`config.mk`:
```
export PLATFORM = sky130hd
export DESIGN_NAME = active_lamps_ctrl
export DESIGN_NICKNAME = d
export VERILOG_FILES = /design/src/rtl/active_lamps_pkg.sv /design/src/rtl/active_lamps_ctrl_lamp_ramp.sv /design/src/rtl/active_lamps_ctrl.sv
export SDC_FILE = /design/constraint.sdc
export NUM_CORES = 1
export LEC_CHECK = 0
export ABC_CLOCK_PERIOD_IN_PS = 7500
export CAP_MARGIN = 20
export CORE_AREA = 4 4 94 162
export CTS_CLUSTER_DIAMETER = 100
export DETAILED_ROUTE_END_ITERATION = 10
export DIE_AREA = 0 0 98 166
export PLACE_DENSITY_LB_ADDON = 0.1
export SLEW_MARGIN = 20
export SYNTH_ARGS = -nofsm -noshare
export SYNTH_HDL_FRONTEND = slang
export SYNTH_SLANG_ARGS = --single-unit
```
`constraint.sdc`:
```
create_clock -name clk -period 7.5 [get_ports clk]
set_input_delay 1.5 -clock clk [delete_from_list [all_inputs] [get_ports clk]]
set_output_delay 1.5 -clock clk [all_outputs]
set_load 0.005 [all_outputs]
```
`src/rtl/active_lamps_pkg.sv`:
```
// Shared constants and target arithmetic for the multi-room lamp controller.
package active_lamps_pkg;

    localparam logic [3:0] TC_MORNING = 4'b0001;
    localparam logic [3:0] TC_NOON    = 4'b0010;
    localparam logic [3:0] TC_EVENING = 4'b0100;
    localparam logic [3:0] TC_NIGHT   = 4'b1000;

    // Evening lights a quarter of the floor area; night follows the user. Both are capped.
    function automatic logic [31:0] calc_target(
        input logic [3:0]  tcode,
        input logic [31:0] ulight,
        input logic [31:0] length,
        input logic [31:0] max_lights
    );
        logic [31:0] area_s;
        logic [31:0] raw_s;
        area_s = (length * length) >> 32'd2;
        case (tcode)
            TC_EVENING: raw_s = area_s;
            TC_NIGHT:   raw_s = ulight;
            default:    raw_s = 32'd0;
        endcase
        calc_target = (raw_s > max_lights) ? max_lights : raw_s;
    endfunction

    function automatic logic tcode_legal(input logic [3:0] tcode);
        case (tcode)
            TC_MORNING, TC_NOON, TC_EVENING, TC_NIGHT: tcode_legal = 1'b1;
            default:                                   tcode_legal = 1'b0;
        endcase
    endfunction

endpackage

```
`src/rtl/active_lamps_ctrl_lamp_ramp.sv`:
```
// One room: stored target, driven lamp count stepping one lamp per tick, settled flag.
module lamp_ramp #(
    parameter int LIGHT_W = 8
) (
    input  logic               clk,
    input  logic               rst_n,
    input  logic               tick,
    input  logic               wr_en,
    input  logic [LIGHT_W-1:0] wr_target,
    output logic [LIGHT_W-1:0] current,
    output logic               settled
);

    logic [LIGHT_W-1:0] target_r;
    logic [LIGHT_W-1:0] current_r;
    logic               settled_r;
    logic [LIGHT_W-1:0] target_nxt_s;
    logic [LIGHT_W-1:0] current_nxt_s;

    // Next-state: a tick steps against the target held before any write this cycle.
    always_comb begin
        current_nxt_s = current_r;
        if (tick && (current_r < target_r)) begin
            current_nxt_s = current_r + {{(LIGHT_W-1){1'b0}}, 1'b1};
        end else if (tick && (current_r > target_r)) begin
            current_nxt_s = current_r - {{(LIGHT_W-1){1'b0}}, 1'b1};
        end else begin
            current_nxt_s = current_r;
        end
        if (wr_en) begin
            target_nxt_s = wr_target;
        end else begin
            target_nxt_s = target_r;
        end
    end

    // State registers; settled is registered from the next-state values so it tracks them exactly.
    always_ff @(posedge clk or negedge rst_n) begin
        if (!rst_n) begin
            target_r  <= {LIGHT_W{1'b0}};
            current_r <= {LIGHT_W{1'b0}};
            settled_r <= 1'b1;
        end else begin
            target_r  <= target_nxt_s;
            current_r <= current_nxt_s;
            settled_r <= (current_nxt_s == target_nxt_s);
        end
    end

    assign current = current_r;
    assign settled = settled_r;

endmodule

```
`src/rtl/active_lamps_ctrl.sv`:
```
// Multi-room lamp controller: request handshake, target computation, shared ramp prescaler, sticky errors.
module active_lamps_ctrl
    import active_lamps_pkg::*;
#(
    parameter  int NUM_ROOMS  = 4,
    parameter  int LEN_W      = 4,
    parameter  int LIGHT_W    = 8,
    parameter  int MAX_LIGHTS = 64,
    parameter  int RAMP_DIV   = 4,
    localparam int RIDX_W     = (NUM_ROOMS > 1) ? $clog2(NUM_ROOMS) : 1
) (
    input  logic                         clk,
    input  logic                         rst_n,
    input  logic                         req_valid,
    output logic                         req_ready,
    input  logic [RIDX_W-1:0]            req_room,
    input  logic [3:0]                   req_tcode,
    input  logic [LIGHT_W-1:0]           req_ulight,
    input  logic [LEN_W-1:0]             req_length,
    output logic [NUM_ROOMS*LIGHT_W-1:0] lights,
    output logic [NUM_ROOMS-1:0]         settled,
    output logic                         err_tcode,
    output logic                         err_room,
    input  logic                         err_clr
);

    localparam int PS_W = (RAMP_DIV > 1) ? $clog2(RAMP_DIV) : 1;
    localparam logic [PS_W-1:0]   PS_LAST   = PS_W'(RAMP_DIV - 1);
    localparam logic [RIDX_W:0]   ROOMS_LIM = (RIDX_W + 1)'(NUM_ROOMS);

    logic                 ready_r;
    logic                 s1_valid_r;
    logic [RIDX_W-1:0]    s1_room_r;
    logic [3:0]           s1_tcode_r;
    logic [LIGHT_W-1:0]   s1_ulight_r;
    logic [LEN_W-1:0]     s1_length_r;
    logic [PS_W-1:0]      ps_cnt_r;
    logic                 err_tcode_r;
    logic                 err_room_r;

    logic                 tick_s;
    logic                 room_ok_s;
    logic                 set_tcode_s;
    logic                 set_room_s;
    logic [LIGHT_W-1:0]   target_s;

    assign tick_s      = (ps_cnt_r == PS_LAST);
    assign room_ok_s   = ({1'b0, s1_room_r} < ROOMS_LIM);
    assign set_room_s  = s1_valid_r && !room_ok_s;
    assign set_tcode_s = s1_valid_r && room_ok_s && !tcode_legal(s1_tcode_r);
    assign target_s    = LIGHT_W'(calc_target(s1_tcode_r, 32'(s1_ulight_r),
                                              32'(s1_length_r), 32'(MAX_LIGHTS)));

    // Handshake readiness and stage-1 capture of an accepted request.
    always_ff @(posedge clk or negedge rst_n) begin
        if (!rst_n) begin
            ready_r     <= 1'b0;
            s1_valid_r  <= 1'b0;
            s1_room_r   <= {RIDX_W{1'b0}};
            s1_tcode_r  <= 4'b0000;
            s1_ulight_r <= {LIGHT_W{1'b0}};
            s1_length_r <= {LEN_W{1'b0}};
        end else begin
            ready_r    <= 1'b1;
            s1_valid_r <= req_valid && ready_r;
            if (req_valid && ready_r) begin
                s1_room_r   <= req_room;
                s1_tcode_r  <= req_tcode;
                s1_ulight_r <= req_ulight;
                s1_length_r <= req_length;
            end else begin
                s1_room_r   <= s1_room_r;
                s1_tcode_r  <= s1_tcode_r;
                s1_ulight_r <= s1_ulight_r;
                s1_length_r <= s1_length_r;
            end
        end
    end

    // Free-running ramp prescaler shared by all rooms.
    always_ff @(posedge clk or negedge rst_n) begin
        if (!rst_n) begin
            ps_cnt_r <= {PS_W{1'b0}};
        end else if (tick_s) begin
            ps_cnt_r <= {PS_W{1'b0}};
        end else begin
            ps_cnt_r <= ps_cnt_r + {{(PS_W-1){1'b0}}, 1'b1};
        end
    end

    // Sticky error flags; a new error beats a simultaneous clear.
    always_ff @(posedge clk or negedge rst_n) begin
        if (!rst_n) begin
            err_tcode_r <= 1'b0;
            err_room_r  <= 1'b0;
        end else begin
            err_tcode_r <= set_tcode_s || (err_tcode_r && !err_clr);
            err_room_r  <= set_room_s  || (err_room_r  && !err_clr);
        end
    end

    generate
        for (genvar r = 0; r < NUM_ROOMS; r++) begin : g_room
            logic               wr_en_s;
            logic [LIGHT_W-1:0] cur_s;
            assign wr_en_s = s1_valid_r && room_ok_s && (s1_room_r == RIDX_W'(r));
            lamp_ramp #(.LIGHT_W(LIGHT_W)) u_ramp (
                .clk       (clk),
                .rst_n     (rst_n),
                .tick      (tick_s),
                .wr_en     (wr_en_s),
                .wr_target (target_s),
                .current   (cur_s),
                .settled   (settled[r])
            );
            assign lights[r*LIGHT_W +: LIGHT_W] = cur_s;
        end
    endgenerate

    assign req_ready = ready_r;
    assign err_tcode = err_tcode_r;
    assign err_room  = err_room_r;

endmodule

```
==> reports/qor.yml, run 1 <==
placement:
  place_inst: 841
  hpwl_um: 11400
  numPortBuffers: 60
  gp_congestion: 0.921
  place_area_um2: 6830
detailed_routing:
  avgRoutedWirePerCell_um: 17.2
  drc: 0
  drt_iter0_markers: 223
  ant_nets: 0
  wl_um: 14800
  dr.pass1.iters: 4
  vias_per_cell: 5.68
  vias: 4864
worst_setup_path:
  rr_endpoint: "g_room[2].u_ramp.settled$_DFF_PN1_"
  critPathLaunchType: "flop"
  reg2reg_slack_ps: 4240
  critical_path.max_fanout: 28
  crit_chain: "ha_1 -> o21ai_0 -> or4_1 -> a21oi_1 -> a21oi_2 -> xnor3_1 -> nand2b_1 -> nor4b_2"
  critPathArrivalTime_ps: 3500
  reg2reg_depth: 8
  r2r-start: "ps_cnt_r[0]$_DFF_PN0_"
  crit_buf_inv: 0
  worstPathRequired_ps: 7740
  critical_path_class: "reg -> reg"
  slowest_delay_ps: 800
  slowest_stage: "ha_1"
  cp_top_family: "simple AND/OR/NAND/NOR gates"
  cp-end-kind: "flop"
clock_network:
  post_cts_buffers: 0
  clk_pin_slew_ps: 60
  cts_tree: "yes"
  root_buffer: "clkbuf_16"
  clk_latency_ps: 340
  cts_sinks: 92
  ctsResizeCount: 0
  hold_buffers: 0
  htreeDepth: 3
  numCtsBuffers: 9
  cts_buffer_depth: 2
cells_and_area:
  drive_above_1_share: 0.0766
  stdcell_area_um2: 7110
  fill_cells: 1318
  area_growth_pct: 16.3
  layout.cells.non_filler: 856
  final_nets: 742
  final_common_cell: "dfrtp_1"
  antenna_cells: 0
  layout_common_cells: "88 x dfrtp_1, 59 x clkdlybuf4s50_1, 52 x nand2_1, 45 x inv_1, 44 x ha_1"
timing:
  fmax_ghz: 0.307
  slew_violations: 0
  worst-slew-pin-transition_ps: 966
  setup_viol: 0
  final-hold-violation-count: 0
  tns_ps: 0
  post-route-min-period_ps: 3260
  fin_crit_sh: 0.435
  maxSlewHeadroom: 0.356
  skew_ps: 11.9
  rsz0062_at_grt: "no"
floorplanning:
  die_y_um: 166
  core_area_um2: 13900
  boundaryPins: 61
  die_w_um: 98
  initial_core_util: 0.439
  rows: 57
  dieArea_um2: 16300
power_and_ir_drop:
  swShare: 0.397
  p_leak_nw: 2.96
  p_clk_frac: 0.179
  combPwrFrac: 0.478
  ir_drop_mv: 0.122
  p_switching_mw: 0.964
  seq_power_share: 0.343
  internal-power_mw: 1.46
  report.power.total_mw: 2.43
  cellPowerDensity_nw_per_um2: 341
yosys:
  avgSynthCellArea_um2: 9.78
  synth.yosys.seq_area_share: 0.378
  ys_types: 73
  synth_edf_count: 0
  synth-seq-cells: 92
  synthTopCellsByArea: "dfrtp_1 36%, ha_1 9.0%, xnor2_1 5.7%"
  yosysTopAreaCell: "dfrtp_1"
  async_flop_share: 1.00
  synth_cells: 625
  synth_ff_type: "dfrtp_1"
  synthesis.area_um2: 6110
  syn_nets: 692
  yosysTopAreaCellShare: 0.360
  yosys_warnings: 0
grt:
  globalRouteTotalUtil: 0.185
  grt_pass1_wl_um: 24600
  grt_pass1_vias: 5042
  antenna_found_initial: 0
  overflow: 0
  grt_max_degree: 73
min_path:
  worstHoldEndpoint: "ps_cnt_r[0]$_DFF_PN0_"
  hold_path.startpoint: "ps_cnt_r[0]$_DFF_PN0_"
  hp-class: "reg -> reg"
  hold_depth: 1
run:
  cap_violations: 0
status:
  status: "completed"
==> worst reg2reg max path, cell delays in order, from the launching register on <==
cell	delay (ps)
dfrtp_1	340
ha_1	800
o21ai_0	320
or4_1	500
a21oi_1	310
a21oi_2	130
xnor3_1	340
nand2b_1	170
nor4b_2	270
==> Yosys cell counts, types with 9 or more instances <==
library cell and instances:
xnor2_1 40, a21o_1 9, nand4_1 17, mux2_2 17, clkbuf_1 15, o21ai_0 37
dfrtp_1 88, ha_1 44, nand3_1 9, inv_1 45, nor2_1 23, nand2_1 52
and3_1 14, nor2b_1 10, and2_1 16, nor3_1 9, a21oi_1 28
==> layer usage <==
| layer | routed length [um] | GRT usage |
|---|---|---|
| met4 | 367 | 0.0651 |
| met1 | 5650 | 0.202 |
| met5 | 0 | 0 |
| met3 | 447 | 0.0294 |
| met2 | 8280 | 0.353 |
==> final cells by class <==
cell class | count | area (um2) | area share
inverter | 45 | 169 | 0.0238
sequential | 92 | 2310 | 0.325
clock inverter | 2 | 37.5 | 0.00528
tap | 177 | 221 | 0.0312
timing repair buffer | 61 | 606 | 0.0852
clock buffer | 13 | 240 | 0.0338
multi-input combinational | 466 | 3530 | 0.496
==> per-stage QoR <==
| stage | hold slack, ps | worst slack (ps) | util |
|---|---|---|---|
| finish | 424 | 4240 | 0.511 |
| global route | 444 | 3970 | 0.511 |
| CTS | 429 | 4220 | 0.511 |
| detailed placement | 421 | 4240 | 0.491 |
| global placement | 412 | 4310 | 0.491 |
| floorplan | 403 | 4710 | - |
==> worst max path at each step <==
stage	cells after the start	slack [ps]	endpoint	from
floorplan	9	4710	g_room[1].u_ramp.settled$_DFF_PN1_	g_room[1].u_ramp.current[5]$_DFF_PN0_
global placement	8	4310	g_room[2].u_ramp.settled$_DFF_PN1_	ps_cnt_r[0]$_DFF_PN0_
detailed placement	8	4240	g_room[2].u_ramp.settled$_DFF_PN1_	ps_cnt_r[0]$_DFF_PN0_
CTS	8	4220	g_room[2].u_ramp.settled$_DFF_PN1_	ps_cnt_r[0]$_DFF_PN0_
global route	8	3970	g_room[2].u_ramp.settled$_DFF_PN1_	ps_cnt_r[0]$_DFF_PN0_
finish	8	4240	g_room[2].u_ramp.settled$_DFF_PN1_	ps_cnt_r[0]$_DFF_PN0_
==> registers in the layout (all words and copies together) (netlist names) <==
signal and count:
g_room.u_ramp.current 32, s1_tcode_r 4, s1_length_r 4, s1_ulight_r 8, req_ready 1, err_tcode 1, ps_cnt_r 2, g_room.u_ramp.target_r 32
err_room 1, g_room.u_ramp.settled 4, s1_room_r 2, s1_valid_r 1
==> cell families after synthesis <==
group           after synthesis  share of synthesized area
other cells                   1                   0.000614
buf+inv                      67                     0.0452
fa+ha+maj                    45                     0.0934
compound gates              159                      0.182
simple gates                186                      0.167
flops                        92                      0.378
mux                          20                     0.0362
xor+xnor                     55                     0.0979
==> power by group through the flow <==
stage | registers [mW] | logic, mW | clock network (mW)
after floorplan | 0.766 | 0.803 | 0
after global placement | 0.835 | 1.14 | 0
after detailed placement | 0.842 | 1.16 | 0
after CTS | 0.832 | 1.17 | 0.453
after global routing | 0.859 | 1.28 | 0.474
final | 0.832 | 1.16 | 0.435
No activity file was read; power rests on OpenSTA's default activity.
==> run 2, diff against run 1 <==
--- a/config.mk
+++ b/config.mk
@@ -5,7 +5,7 @@
 export SDC_FILE = /design/constraint.sdc
 export NUM_CORES = 1
 export LEC_CHECK = 0
-export ABC_CLOCK_PERIOD_IN_PS = 7500
+export ABC_CLOCK_PERIOD_IN_PS = 2700
 export CAP_MARGIN = 20
 export CORE_AREA = 4 4 94 162
 export CTS_CLUSTER_DIAMETER = 100
==> constraint.sdc (replaced) <==
create_clock -name clk -period 2.7 [get_ports clk]
set_input_delay 0.54 -clock clk [delete_from_list [all_inputs] [get_ports clk]]
set_output_delay 0.54 -clock clk [all_outputs]
set_load 0.005 [all_outputs]
==> run 2 against run 1 <==
Effect of this change:
- clock skew decreased by 4.3 ps
- largest cell class unchanged
- sequential power increased by 140%
- wire length increased by 9.7%
- flip-flop and latch count unchanged
- cell count increased by 11%
- non-clock buffer count increased by 92
- first-iteration DRC count decreased by 13%
- maximum frequency increased by 22%
==> reports/qor.yml, run 2 (synthesis gave the netlist of run 1 again) <==
status:
  status: "completed"  # unchanged
power_and_ir_drop:
  ir_drop_mv: 0.427  # was 0.122 mV
  report.power.total_mw: 8.08  # was 2.43 mW
  p_leak_nw: 3.49  # was 2.96 nW
  cellPowerDensity_nw_per_um2: 984  # was 341 nW/um2
worst_setup_path:
  critPathLaunchType: "flop"  # unchanged
  worstPathRequired_ps: 2950  # was 7740 ps
  critical_path_class: "reg -> reg"  # unchanged
  critical_path.max_fanout: 2  # was 28
  cp-end-kind: "flop"  # unchanged
  critPathArrivalTime_ps: 2930  # was 3500 ps
clock_network:
  root_buffer: "clkbuf_16"  # unchanged
  clk_latency_ps: 340  # about the same
  cts_sinks: 92  # unchanged
  hold_buffers: 0  # unchanged
  cts_buffer_depth: 2  # unchanged
  cts_tree: "yes"  # unchanged
  htreeDepth: 3  # unchanged
  clk_pin_slew_ps: 70  # was 60 ps
  numCtsBuffers: 9  # unchanged
timing:
  slew_violations: 0  # unchanged
  rsz0062_at_grt: "yes"  # was no
  fin_crit_sh: 0.992  # was 0.435
  fmax_ghz: 0.373  # was 0.307 GHz
  holdWs_ps: 193  # was 424 ps
  final-hold-violation-count: 0  # unchanged
  maxSlewHeadroom: 0.519  # was 0.356
  post-route-min-period_ps: 2680  # was 3260 ps
  worst-slew-pin-transition_ps: 719  # was 966 ps
  tns_ps: 0  # unchanged
  setup_viol: 0  # unchanged
  skew_ps: 7.65  # was 11.9 ps
detailed_routing:
  dr.pass1.iters: 4  # unchanged
  vias: 5294  # was 4864
  vias_per_cell: 5.58  # was 5.68
  drt_iter0_markers: 194  # was 223
  avgRoutedWirePerCell_um: 17.0  # was 17.2 um
  drc: 0  # unchanged
  wl_um: 16200  # was 14800 um
  ant_nets: 0  # unchanged
floorplanning:
  rows: 57  # unchanged
  core_area_um2: 13900  # unchanged
  boundaryPins: 61  # unchanged
  die_w_um: 98  # unchanged
  dieArea_um2: 16300  # unchanged
  die_y_um: 166  # unchanged
  initial_core_util: 0.439  # unchanged
cells_and_area:
  antenna_cells: 0  # unchanged
  area_growth_pct: 34.4  # was 16.3%
  post-route-util: 0.590  # was 0.511
  multiInputGateArea_um2: 3860  # was 3530 um2
  drive_above_1_share: 0.267  # was 0.0766
  final_common_cell: "buf_4"  # was dfrtp_1
  fill_cells: 1226  # was 1318
  layout_common_cells: "91 x buf_4, 88 x dfrtp_1, 59 x clkdlybuf4s50_1, 47 x nand2_1, 43 x inv_1"  # was 88 x dfrtp_1, 59 x clkdlybuf4s50_1, 52 x nand2_1, 45 x inv_1, 44 x ha_1
  final_nets: 834  # was 742
  regArea_um2: 2310  # unchanged
  stdcell_area_um2: 8210  # was 7110 um2
placement:
  place_area_um2: 7410  # was 6830 um2
  numPortBuffers: 60  # unchanged
  hpwl_um: 12400  # was 11400 um
  gp_congestion: 0.839  # was 0.921
grt:
  grt_pass1_wl_um: 25500  # was 24600 um
  globalRouteTotalUtil: 0.193  # was 0.185
  grt_pass1_vias: 5341  # was 5042
  grt_max_degree: 51  # was 73
  antenna_found_initial: 0  # unchanged
  overflow: 0  # unchanged
run:
  cap_violations: 0  # unchanged
min_path:
  hp-class: "in -> async"  # was reg -> reg
-- run 2: changes by cell type in the layout (fill, tap and decap cells not counted), moves of 6 or more --
cell and delta:
ha_1 -7, o21ai_0 -12, a21oi_2 +6, a21oi_1 -6
o21ai_2 +11, buf_4 +89
-- run 2: metrics by stage --
stage | setup slack (ps) | cells
after floorplan | 3.36 | 625
after global routing | -99.5 | 949
after CTS | -54.6 | 934
after global placement | -66.5 | 916
final | 22.0 | 949
after detailed placement | -151 | 916
-- run 2: per-layer routing --
| layer | global-route usage | vias to the layer above | part of all wire | routed length [um] |
|---|---|---|---|---|
| met5 | 0 | - | 0 | 0 |
| met4 | 0.0766 | 0 | 0.027 | 430 |
| met3 | 0.0265 | 32 | 0.026 | 426 |
| met2 | 0.378 | 107 | 0.57 | 9220 |
| met1 | 0.200 | 2594 | 0.38 | 6100 |
| li1 | - | 2561 | - | - |
-- run 2: layout make-up --
class / count / share of cell area
Clock buffer: 11 / 0.0308
Multi-Input combinational cell: 466 / 0.470
Tap cell: 177 / 0.0270
Inverter: 45 / 0.0206
Sequential cell: 92 / 0.281
Timing Repair Buffer: 153 / 0.160
Clock inverter: 5 / 0.0102
-- run 2: repair_timing --
item	4_1_cts	5_1_grt
setup endpoints to repair	4	4
setup buffers	2	15
pin swaps	4	45
resized for setup	16	68
-- run 2: final timing paths --
check | from | end | slack (ps) | depth (start not counted)
max | g_room[2].u_ramp.target_r[4]$_DFF_PN0_ | g_room[2].u_ramp.settled$_DFF_PN1_ | 20 | 10
min | rst_n | g_room[1].u_ramp.current[0]$_DFF_PN0_ | 190 | 1
max reg2reg | g_room[2].u_ramp.target_r[4]$_DFF_PN0_ | g_room[2].u_ramp.settled$_DFF_PN1_ | 20 | 10
min reg2reg | ps_cnt_r[0]$_DFF_PN0_ | ps_cnt_r[0]$_DFF_PN0_ | 430 | 1
max in group asynchronous | rst_n | g_room[0].u_ramp.settled$_DFF_PN1_ | 1780 | 2
min in group clk | ps_cnt_r[0]$_DFF_PN0_ | ps_cnt_r[0]$_DFF_PN0_ | 430 | 1
-- run 2: report_power, final --
| part | switching [mW] | leakage [nW] | internal (mW) |
|---|---|---|---|
| Sequential | 0.245 | 1.15 | 1.73 |
| Combinational | 2.34 | 2.18 | 2.37 |
| Clock | 0.537 | 0.158 | 0.863 |
-- run 2: critical path, stage by stage, from the launching register on --
cell and delay, ps:
dfrtp_1 380, inv_2 90, ha_1 240, nand4_1 150, o21ai_2 70, or4_4 430
a2111o_1 320, a221oi_2 320, xnor2_1 170, nand4_1 130, nor4b_2 300
==> run 3, diff against run 2 <==
--- a/config.mk
+++ b/config.mk
@@ -6,13 +6,11 @@
 export NUM_CORES = 1
 export LEC_CHECK = 0
 export ABC_CLOCK_PERIOD_IN_PS = 2700
-export CAP_MARGIN = 20
 export CORE_AREA = 4 4 94 162
 export CTS_CLUSTER_DIAMETER = 100
 export DETAILED_ROUTE_END_ITERATION = 10
 export DIE_AREA = 0 0 98 166
 export PLACE_DENSITY_LB_ADDON = 0.1
-export SLEW_MARGIN = 20
 export SYNTH_ARGS = -nofsm -noshare
 export SYNTH_HDL_FRONTEND = slang
 export SYNTH_SLANG_ARGS = --single-unit
==> results of run 3 <==
Same layout as run 2: the final DEF is identical, and so are final timing and power.
